File: src/rtl/dcache_pkg.sv
`default_nettype none
// +------------------------------------------------------------------+
// | dcache_pkg                                                       |
// | Shared encodings and field-width helpers for the data cache.     |
// | Revision: 1.0                                                    |
// +------------------------------------------------------------------+
package dcache_pkg;

  localparam logic [1:0] TC_WORD = 2'b00;
  localparam logic [1:0] TC_BYTE = 2'b01;
  localparam logic [1:0] TC_HALF = 2'b10;

  localparam int OFFSET_W = 2;

  typedef enum logic [1:0] {
    IDLE  = 2'd0,
    FILL  = 2'd1,
    WRITE = 2'd2,
    RESP  = 2'd3
  } state_e;

  // Address field width; zero when the field collapses (single line/word).
  function automatic int field_w(input int n);
    return (n > 1) ? $clog2(n) : 0;
  endfunction

  // Storage width for a field index; never narrower than one bit.
  function automatic int slot_w(input int n);
    return (n > 1) ? $clog2(n) : 1;
  endfunction

endpackage
`default_nettype wire

File: src/rtl/lsu_align.sv
`default_nettype none
// +------------------------------------------------------------------+
// | lsu_align                                                        |
// | Byte-lane selection, load extension and store lane placement.    |
// | Revision: 1.0                                                    |
// +------------------------------------------------------------------+
module lsu_align
  import dcache_pkg::*;
#(
  parameter int DATA_WIDTH = 32
) (
  input  logic [1:0]              type_control_i,
  input  logic                    sign_ext_i,
  input  logic [1:0]              offset_i,
  input  logic [DATA_WIDTH-1:0]   load_word_i,
  input  logic [DATA_WIDTH-1:0]   store_data_i,
  output logic [DATA_WIDTH-1:0]   load_data_o,
  output logic [DATA_WIDTH-1:0]   store_word_o,
  output logic [DATA_WIDTH/8-1:0] store_strb_o
);

  localparam int STRB_W = DATA_WIDTH / 8;

  logic [7:0]  byte_w;
  logic [15:0] half_w;

  assign byte_w = load_word_i[{offset_i, 3'b000} +: 8];
  assign half_w = load_word_i[{offset_i[1], 4'b0000} +: 16];

  // Store data is replicated into every lane; the strobe picks the live one.
  always_comb begin
    load_data_o  = load_word_i;
    store_word_o = store_data_i;
    store_strb_o = '1;
    case (type_control_i)
      TC_BYTE: begin
        load_data_o  = {{(DATA_WIDTH-8){sign_ext_i & byte_w[7]}}, byte_w};
        store_word_o = {STRB_W{store_data_i[7:0]}};
        store_strb_o = STRB_W'(1) << offset_i;
      end
      TC_HALF: begin
        load_data_o  = {{(DATA_WIDTH-16){sign_ext_i & half_w[15]}}, half_w};
        store_word_o = {(STRB_W/2){store_data_i[15:0]}};
        store_strb_o = STRB_W'(3) << {offset_i[1], 1'b0};
      end
      TC_WORD: begin
        load_data_o  = load_word_i;
        store_word_o = store_data_i;
        store_strb_o = '1;
      end
      default: begin
        load_data_o  = load_word_i;
        store_word_o = store_data_i;
        store_strb_o = '1;
      end
    endcase
  end

endmodule
`default_nettype wire

File: src/rtl/data_cache.sv
`default_nettype none
// +------------------------------------------------------------------+
// | data_cache                                                       |
// | Direct-mapped, write-through, no-write-allocate data cache.      |
// | Revision: 1.0                                                    |
// +------------------------------------------------------------------+
module data_cache
  import dcache_pkg::*;
#(
  parameter int DATA_WIDTH     = 32,
  parameter int NUM_LINES      = 16,
  parameter int WORDS_PER_LINE = 4
) (
  input  logic                  clk,
  input  logic                  rst,
  input  logic                  req_valid,
  input  logic                  req_write,
  input  logic [1:0]            type_control,
  input  logic                  sign_ext_flag,
  input  logic [DATA_WIDTH-1:0] addr,
  input  logic [DATA_WIDTH-1:0] wdata,
  output logic [DATA_WIDTH-1:0] rdata,
  output logic                  stall,
  output logic                  mem_req,
  output logic                  mem_we,
  output logic [DATA_WIDTH-1:0] mem_addr,
  output logic [DATA_WIDTH-1:0] mem_wdata,
  output logic [3:0]            mem_wstrb,
  input  logic                  mem_ack,
  input  logic [DATA_WIDTH-1:0] mem_rdata
);

  localparam int WI_W     = field_w(WORDS_PER_LINE);
  localparam int IX_W     = field_w(NUM_LINES);
  localparam int CNT_W    = slot_w(WORDS_PER_LINE);
  localparam int LN_W     = slot_w(NUM_LINES);
  localparam int LINE_LSB = OFFSET_W + WI_W;
  localparam int TAG_LSB  = LINE_LSB + IX_W;
  localparam int TAG_W    = DATA_WIDTH - TAG_LSB;
  localparam logic [CNT_W-1:0]      LAST_CNT  = CNT_W'(WORDS_PER_LINE - 1);
  localparam logic [DATA_WIDTH-1:0] LINE_MASK = DATA_WIDTH'(WORDS_PER_LINE * 4 - 1);

  state_e                state_q;
  logic [CNT_W-1:0]      cnt_q;
  logic [LN_W-1:0]       line_q;
  logic [CNT_W-1:0]      word_q;
  logic [TAG_W-1:0]      req_tag_q;
  logic                  mem_req_q;
  logic                  mem_we_q;
  logic [DATA_WIDTH-1:0] mem_addr_q;
  logic [DATA_WIDTH-1:0] mem_wdata_q;
  logic [3:0]            mem_wstrb_q;
  logic [NUM_LINES-1:0]  valid_q;
  logic [TAG_W-1:0]      line_tag_q [NUM_LINES];
  logic [DATA_WIDTH-1:0] data_q     [NUM_LINES][WORDS_PER_LINE];

  logic [LN_W-1:0]       line_w;
  logic [CNT_W-1:0]      word_w;
  logic [TAG_W-1:0]      tag_w;
  logic                  hit_w;
  logic                  store_hit_w;
  logic                  xfer_done_w;
  logic [DATA_WIDTH-1:0] load_w;
  logic [DATA_WIDTH-1:0] st_word_w;
  logic [3:0]            st_strb_w;
  logic [DATA_WIDTH-1:0] cur_word_w;
  logic [DATA_WIDTH-1:0] merged_w;

  assign line_w = (NUM_LINES > 1)      ? LN_W'(addr >> LINE_LSB)  : '0;
  assign word_w = (WORDS_PER_LINE > 1) ? CNT_W'(addr >> OFFSET_W) : '0;
  assign tag_w  = TAG_W'(addr >> TAG_LSB);

  assign hit_w       = valid_q[line_w] && (line_tag_q[line_w] == tag_w);
  assign store_hit_w = valid_q[line_q] && (line_tag_q[line_q] == req_tag_q);
  assign xfer_done_w = mem_req_q && mem_ack;

  lsu_align #(
    .DATA_WIDTH (DATA_WIDTH)
  ) u_align (
    .type_control_i (type_control),
    .sign_ext_i     (sign_ext_flag),
    .offset_i       (addr[1:0]),
    .load_word_i    (data_q[line_w][word_w]),
    .store_data_i   (wdata),
    .load_data_o    (load_w),
    .store_word_o   (st_word_w),
    .store_strb_o   (st_strb_w)
  );

  assign rdata = (state_q == IDLE && req_valid && !req_write && hit_w) ? load_w : '0;

  always_comb begin
    stall = 1'b0;
    case (state_q)
      IDLE:        stall = req_valid && (req_write || !hit_w);
      FILL, WRITE: stall = 1'b1;
      default:     stall = 1'b0;
    endcase
  end

  assign mem_req   = mem_req_q;
  assign mem_we    = mem_we_q;
  assign mem_addr  = mem_addr_q;
  assign mem_wdata = mem_wdata_q;
  assign mem_wstrb = mem_wstrb_q;

  // The line is invalidated when a fill starts, so an aborted fill never hits.
  always_ff @(posedge clk) begin
    if (rst) begin
      state_q     <= IDLE;
      cnt_q       <= '0;
      line_q      <= '0;
      word_q      <= '0;
      req_tag_q   <= '0;
      mem_req_q   <= 1'b0;
      mem_we_q    <= 1'b0;
      mem_addr_q  <= '0;
      mem_wdata_q <= '0;
      mem_wstrb_q <= '0;
      valid_q     <= '0;
    end else begin
      case (state_q)
        IDLE: begin
          if (req_valid) begin
            line_q    <= line_w;
            word_q    <= word_w;
            req_tag_q <= tag_w;
            if (req_write) begin
              state_q     <= WRITE;
              mem_req_q   <= 1'b1;
              mem_we_q    <= 1'b1;
              mem_addr_q  <= {addr[DATA_WIDTH-1:2], 2'b00};
              mem_wdata_q <= st_word_w;
              mem_wstrb_q <= st_strb_w;
            end else if (!hit_w) begin
              state_q         <= FILL;
              cnt_q           <= '0;
              mem_req_q       <= 1'b1;
              mem_we_q        <= 1'b0;
              mem_addr_q      <= addr & ~LINE_MASK;
              valid_q[line_w] <= 1'b0;
            end
          end
        end
        FILL: begin
          if (xfer_done_w) begin
            if (cnt_q == LAST_CNT) begin
              state_q         <= IDLE;
              cnt_q           <= '0;
              mem_req_q       <= 1'b0;
              valid_q[line_q] <= 1'b1;
            end else begin
              cnt_q      <= cnt_q + 1'b1;
              mem_addr_q <= mem_addr_q + DATA_WIDTH'(4);
            end
          end
        end
        WRITE: begin
          if (xfer_done_w) begin
            state_q   <= RESP;
            mem_req_q <= 1'b0;
            mem_we_q  <= 1'b0;
          end
        end
        RESP:    state_q <= IDLE;
        default: state_q <= IDLE;
      endcase
    end
  end

  assign cur_word_w = data_q[line_q][word_q];

  for (genvar b = 0; b < 4; b++) begin : g_lane
    assign merged_w[8*b +: 8] = mem_wstrb_q[b] ? mem_wdata_q[8*b +: 8] : cur_word_w[8*b +: 8];
  end

  always_ff @(posedge clk) begin
    if (!rst && xfer_done_w) begin
      if (state_q == FILL) begin
        data_q[line_q][cnt_q] <= mem_rdata;
        if (cnt_q == LAST_CNT) begin
          line_tag_q[line_q] <= req_tag_q;
        end
      end else if (state_q == WRITE && store_hit_w) begin
        data_q[line_q][word_q] <= merged_w;
      end
    end
  end

endmodule
`default_nettype wire

File: config.mk
export PLATFORM = sky130hd
export DESIGN_NAME = data_cache
export DESIGN_NICKNAME = d
export VERILOG_FILES = /design/src/rtl/dcache_pkg.sv /design/src/rtl/lsu_align.sv /design/src/rtl/data_cache.sv
export SDC_FILE = /design/constraint.sdc
export NUM_CORES = 2
export LEC_CHECK = 0
export ABC_CLOCK_PERIOD_IN_PS = 16800
export CAP_MARGIN = 30
export CORE_UTILIZATION = 35
export CTS_BUF_LIST = sky130_fd_sc_hd__clkbuf_4
export DETAILED_ROUTE_END_ITERATION = 8
export GPL_TIMING_DRIVEN = 0
export PLACE_DENSITY = 0.62
export SYNTH_ARGS = -nofsm -noshare
export SYNTH_HDL_FRONTEND = slang
export SYNTH_HIERARCHICAL = 1
export SYNTH_SLANG_ARGS = --single-unit
File: constraint.sdc
create_clock -name clk -period 16.8 [get_ports clk]
set_input_delay 3.36 -clock clk [delete_from_list [all_inputs] [get_ports clk]]
set_output_delay 3.36 -clock clk [all_outputs]
set_load 0.02 [all_outputs]
---- After elaboration in Yosys (flattened, before gate mapping) ----
Memory sizes are Yosys's and may differ from the RTL's. A register that Yosys moved wholly into a read port is not among the register bits.
Index checks and enable logic that the tools add are counted.
storage, ports and cells
  flip-flop bits (word level) ............. 120
  bits in latches ......................... 0
  memory bits (writable) .................. 2432
  ROM bits ................................ 0
  bits of input ports ..................... 104
  output and inout port bits .............. 103
  logic and storage cells ................. 416
  memories kept ........................... 2
cells by class
  add/sub/neg operators ................... 2
  multiply operators ...................... 0
  divide/modulo/power cells ............... 0
  $lt $le $gt $ge ......................... 9
  eq/ne operators ......................... 16
  shifts and indexed selects .............. 4
  multiplexer cells ....................... 206
  bitwise gates (word level) .............. 136
  reductions and logical operators ........ 30
memory list
  name        depth  bits a word  read ports  clocked after memory_dff  wr ports  line              source
  data_q      16     128          2           1                         1         data_cache.sv:55  logic [DATA_WIDTH-1:0] data_q [NUM_LINES][WORDS_PER_LINE];
  line_tag_q  16     24           2           1                         1         data_cache.sv:54  logic [TAG_W-1:0] line_tag_q [NUM_LINES];
operators by type and width
  cell                                                                  count
  32-bit two-way mux                                                    12
  128-bit two-way mux                                                   2
  32-bit one-hot mux with 2 select lines                                3
  1-bit two-way mux                                                     150
  32-bit binary-select mux with 2-bit select                            2
  32-bit demux with 2-bit select                                        2
  1-bit OR                                                              128
  16-bit two-way mux                                                    5
  24-bit equality test                                                  2
  32-bit by 3-bit adder with 32-bit output, second input constant       1
  8-bit two-way mux                                                     4
  16-bit one-hot mux with 2 select lines                                1
  32-bit by 6-bit variable part select with 16-bit output               1
  32-bit by 6-bit variable part select with 8-bit output                1
  2-bit two-way mux                                                     11
  16-bit bitwise AND                                                    1
  4-bit two-way mux                                                     4
  16-bit inverter                                                       1
  16-bit OR                                                             1
  5-bit AND reduction                                                   3
  1-bit logical AND                                                     13
  2-bit != test, second input constant                                  6
  6-bit AND reduction                                                   2
  4-bit by 5-bit < comparator with 1-bit output, second input constant  2
  other kinds (28)                                                      45

---- Logic depth before layout (Yosys ltp) ----
  depth after elaboration ................. 10
  mapped depth ............................ 17
  depth with buffers taken out ............ 9

---- Cells and area by module ----
The synthesis kept the hierarchy.
by module, submodules not included
  module      times used  cells an instance  area each (um^2)  sequential area each (um^2)
  data_cache  1           5723               120124.0          75472.4
  lsu_align   1           187                1132.3            0.0

---- Least setup slack after synthesis ----
No wires, ideal clock.
  path kind ............................... input-to-output
  start point ............................. input port addr[4]
  end point ............................... output port rdata[23]
  data arrival time ....................... 8466 ps
  required time ........................... 13440 ps
  path slack .............................. 4974 ps
  stages on the path ...................... 17
  path buffers ............................ 9
  cell sequence ........................... buf_2 -> buf_2 -> buf_2 -> clkbuf_1 -> clkbuf_1 -> clkbuf_1 -> buf_1 -> mux4_2 -> mux4_2 -> mux4_2 -> mux4_2 -> and3_1 -> buf_6 -> a41o_4 -> buf_6 -> a21o_1 -> and2_1
on the way
  cells in the longest elaborated chain, start to end .. 8
  elaborated cells on any way between the ends .. 16
  classes of those cells .................. eq/ne: 1; shift: 2; mux: 7; bitwise: 2; reduce/logical: 2; memory: 2
RTL lines
  what                                                                                                                               line                              source
  start: declaration                                                                                                                 data_cache.sv:20                  input logic [DATA_WIDTH-1:0] addr,
  memory 16 x 128 bit (*)                                                                                                            --
  32-bit binary-select mux with 2-bit select (*)                                                                                     data_cache.sv:83                  .load_word_i (data_q[line_w][word_w]),
  32-bit two-way mux (implied by the code) (*) (2 in series)                                                                         data_cache.sv:83
  32-bit by 6-bit variable part select with 16-bit output or 32-bit by 6-bit variable part select with 8-bit output (tied branches)  lsu_align.sv:28, lsu_align.sv:27
  1-bit bitwise AND (on tied branches)                                                                                               lsu_align.sv:42, lsu_align.sv:37
  32-bit one-hot mux with 2 select lines (*)                                                                                         lsu_align.sv:35                   case (type_control_i)
  via load_w[23]                                                                                                                     data_cache.sv:63                  logic [DATA_WIDTH-1:0] load_w;
  32-bit two-way mux (*)                                                                                                             data_cache.sv:90                  assign rdata = (state_q == IDLE && req_valid && !req_write && hit_w) ? load_w : '0;
  end: declaration                                                                                                                   data_cache.sv:22                  output logic [DATA_WIDTH-1:0] rdata,
The timed path passes the listed nets; every way through them passes the cells marked *. The select of a mux whose other input is x is not followed.

---- Worst setup path in the final report ----
  start point ............................. input port addr[4]
  end point ............................... output port rdata[26]
The elaborated chain is that of the path after synthesis.

==> qor.yml <==
grt_max_degree: 20
wire_per_inst_um: 39.1
clock-sinks: 2554
holdWs_ps: 504
synth_edf_count: 2432
fmax_mhz: 66.5
worst_ep_required_time_ps: 13440
grt_pass1_vias: 77030
yosysWarnings: 6
ys_async_sr_fraction: 0
drv_slew: 0
avgSynthCellArea_um2: 20.5
grt_pass1_wl_um: 638000
portBuffers: 195
layout-drive-gt1-share: 0.441
arrival_ps: 11670
vias: 77792
startpoint_type: "primary input"
clkTransAtPathRegs_ps: 60
hold-path-endpoint: "mem_wdata[21]"
die_x_um: 591
min_from: "mem_wdata[21]"
first_pass_iters: 6
io_pins: 207
die-area_um2: 349000
critPathMaxFanout: 10
rsz0062_at_grt: "false"
die_h_um: 591
cts_root_buf: "clkbuf_4"
vdd_drop_max_uv: 70.7
min_period_ps: 15030
antenna_found_initial: 76
finalWeightedCongestion: 0.963
cts_tree: "built"
initial_core_util: 0.353
overflow: 0
slew_headroom: 0.192
wirelength_um: 477000
area_growth_pct: 19.0
final_cell_mix: "edfxtp_1 (2432), mux4_2 (1553), clkbuf_4 (1003)"
antenna_left: 0
cts.repair.resized: 0
final_common_cell: "edfxtp_1"
finalCritPeriodShare: 0.895
reg2reg_depth: 15
finalClockSkew_ps: 228
hold_violations: 0
netlist_instances: 5910
setup_tns_ps: 0
cts_max_level: 6
finalSetupViolCount: 0
placed_area_um2: 136000
regToRegEndpoint: "data_q[11][126]"
power.leakage_uw: 0.0447
crit_type: "primary input to output pin"
post_cts_buffers: 0
ys.flop_type: "edfxtp_1"
drt-initial-drc-count: 12022
cts_hold_buf: 0
fin_area_um2: 144000
cellPowerDensity_nw_per_um2: 111
nNetsFinal: 7198
whs_path_depth: 2
netlist_area_um2: 121000
numCtsBuffers: 668
tightest_slew_ps: 1210
gr-usage-all-layers: 0.269
cap_violations: 0
ys_ff_latch: 2554
clkLatencyLatePin_ps: 1730
ff2ff_setup_slack_ps: 8910
worstSetupEndpointType: "output pin"
rows: 215
hp-class: "flip-flop to flip-flop"
synth_cell_types: 75
drc: 0
vias_per_cell: 6.39
core_um2: 344000
yosysSeqAreaShare: 0.622
dp_hpwl_um: 349000
cts_buffer_depth: 4
outcome: "completed"
## how the worst max path moves through the flow
stage          slack (ps)    start        end  cells after the start
4_1_cts              1900  addr[4]  rdata[28]                     21
2_1_floorplan        4970  addr[4]  rdata[23]                     17
6_report             1770  addr[4]  rdata[26]                     21
3_3_place_gp          280  addr[4]  rdata[26]                     18
3_5_place_dp         1930  addr[4]  rdata[28]                     21
5_1_grt              1780  addr[4]  rdata[27]                     21
## critical path, cell delays in order
cell	delay [ps]
buf_2	350
buf_2	480
buf_2	400
clkbuf_1	830
clkbuf_1	400
buf_8	230
clkbuf_1	580
buf_8	250
buf_1	630
buf_16	240
mux4_2	510
mux4_2	500
mux4_2	690
mux4_2	530
and3_1	200
buf_6	140
a41o_4	280
buf_6	150
a21o_1	150
and2_1	130
clkdlybuf4s50_1	540
## logic make-up (layout without fill, tap and decap cells)
family | after synthesis | after routing | synth area share
and+or+nand+nor | 551 | 551 | 0.0211
adders and majority gates | 11 | 11 | 0.00114
muxes | 1793 | 1793 | 0.310
other | 1 | 62 | 0.0000309
buffers and inverters | 521 | 2175 | 0.0184
DFF | 2554 | 2554 | 0.622
AOI/OAI and AO/OA | 429 | 429 | 0.0230
xor gates and xnor gates | 50 | 50 | 0.00361
## routing by layer
layer  wire length [µm]  up-vias  GRT usage
met5                238        -          0
met4              33400       34      0.170
met3              70200     1408      0.106
met2             210000     6421      0.395
met1             163000    41221      0.334
li1                   -    28708          -
## area by class of cell
cell class                      count  area, µm²
Antenna cell                       60        150
Buffer                            487       2150
Clock buffer                     1003       7530
Clock inverter                    149        993
Fill cell                       30085     199000
Inverter                           34        128
Multi-Input combinational cell   2836      44400
Sequential cell                  2554      75500
Tap cell                         4557       5700
Timing Repair Buffer              502       7820
## state kept, by name (all words and copies together) (netlist names), named ones only
register	flops
line_q	4
req_tag_q	24
line_tag_q	384
word_q	2
mem_wstrb	4
mem_addr	30
mem_req	1
cnt_q	2
mem_wdata	32
mem_we	1
state_q	2
valid_q	16
data_q	2048
## synthesized netlist by cell type (6+ instances only)
| library cell | number | area [µm²] |
|---|---|---|
| nor2b_1 | 22 | 138 |
| ha_1 | 11 | 138 |
| xnor2_1 | 32 | 280 |
| o21ai_0 | 60 | 300 |
| dfxtp_1 | 122 | 2440 |
| buf_4 | 14 | 105 |
| nor3_1 | 24 | 120 |
| or2_2 | 7 | 43.8 |
| and3_1 | 12 | 75.1 |
| a21o_1 | 17 | 128 |
| nor2_1 | 73 | 274 |
| a22oi_1 | 23 | 173 |
| a32o_1 | 16 | 160 |
| nor4_1 | 9 | 56.3 |
| clkbuf_1 | 285 | 1070 |
| inv_1 | 30 | 113 |
| and2_1 | 34 | 213 |
| edfxtp_1 | 2432 | 73000 |
| nand4_1 | 16 | 100 |
| a31oi_1 | 10 | 62.6 |
| a311oi_1 | 6 | 52.6 |
| nand2_1 | 272 | 1020 |
| nand3_1 | 41 | 205 |
| o2bb2ai_1 | 9 | 78.8 |
| o311ai_0 | 13 | 114 |
| a221oi_1 | 6 | 52.6 |
| mux2i_1 | 71 | 711 |
| mux2_4 | 8 | 120 |
| buf_6 | 16 | 180 |
| o31ai_1 | 7 | 52.6 |
| nand2b_1 | 16 | 100 |
| a211oi_1 | 14 | 105 |
| a21oi_1 | 179 | 896 |
| xor2_1 | 18 | 158 |
| buf_2 | 83 | 415 |
| mux2_2 | 157 | 1770 |
| mux4_2 | 1553 | 35000 |
| buf_1 | 89 | 334 |
| a221o_1 | 7 | 70.1 |
| a22o_1 | 16 | 140 |
## where the power goes
part | switching (µW) | leakage, µW | internal (µW)
sequential | 120 | 0.0229 | 7050
clock | 2740 | 0.00508 | 2900
combinational | 1930 | 0.0167 | 1250
## per-stage QoR
step	worst slack [ps]	instances	total power (µW)	util
floorplan	4970	5911	8950	-
global placement	283	10663	10200	0.375
detailed placement	1930	10959	10400	0.394
CTS	1900	12111	15900	0.419
global route	1780	12150	16400	0.420
finish	1770	12182	16000	0.420
Power figures use the tool's default switching activity.
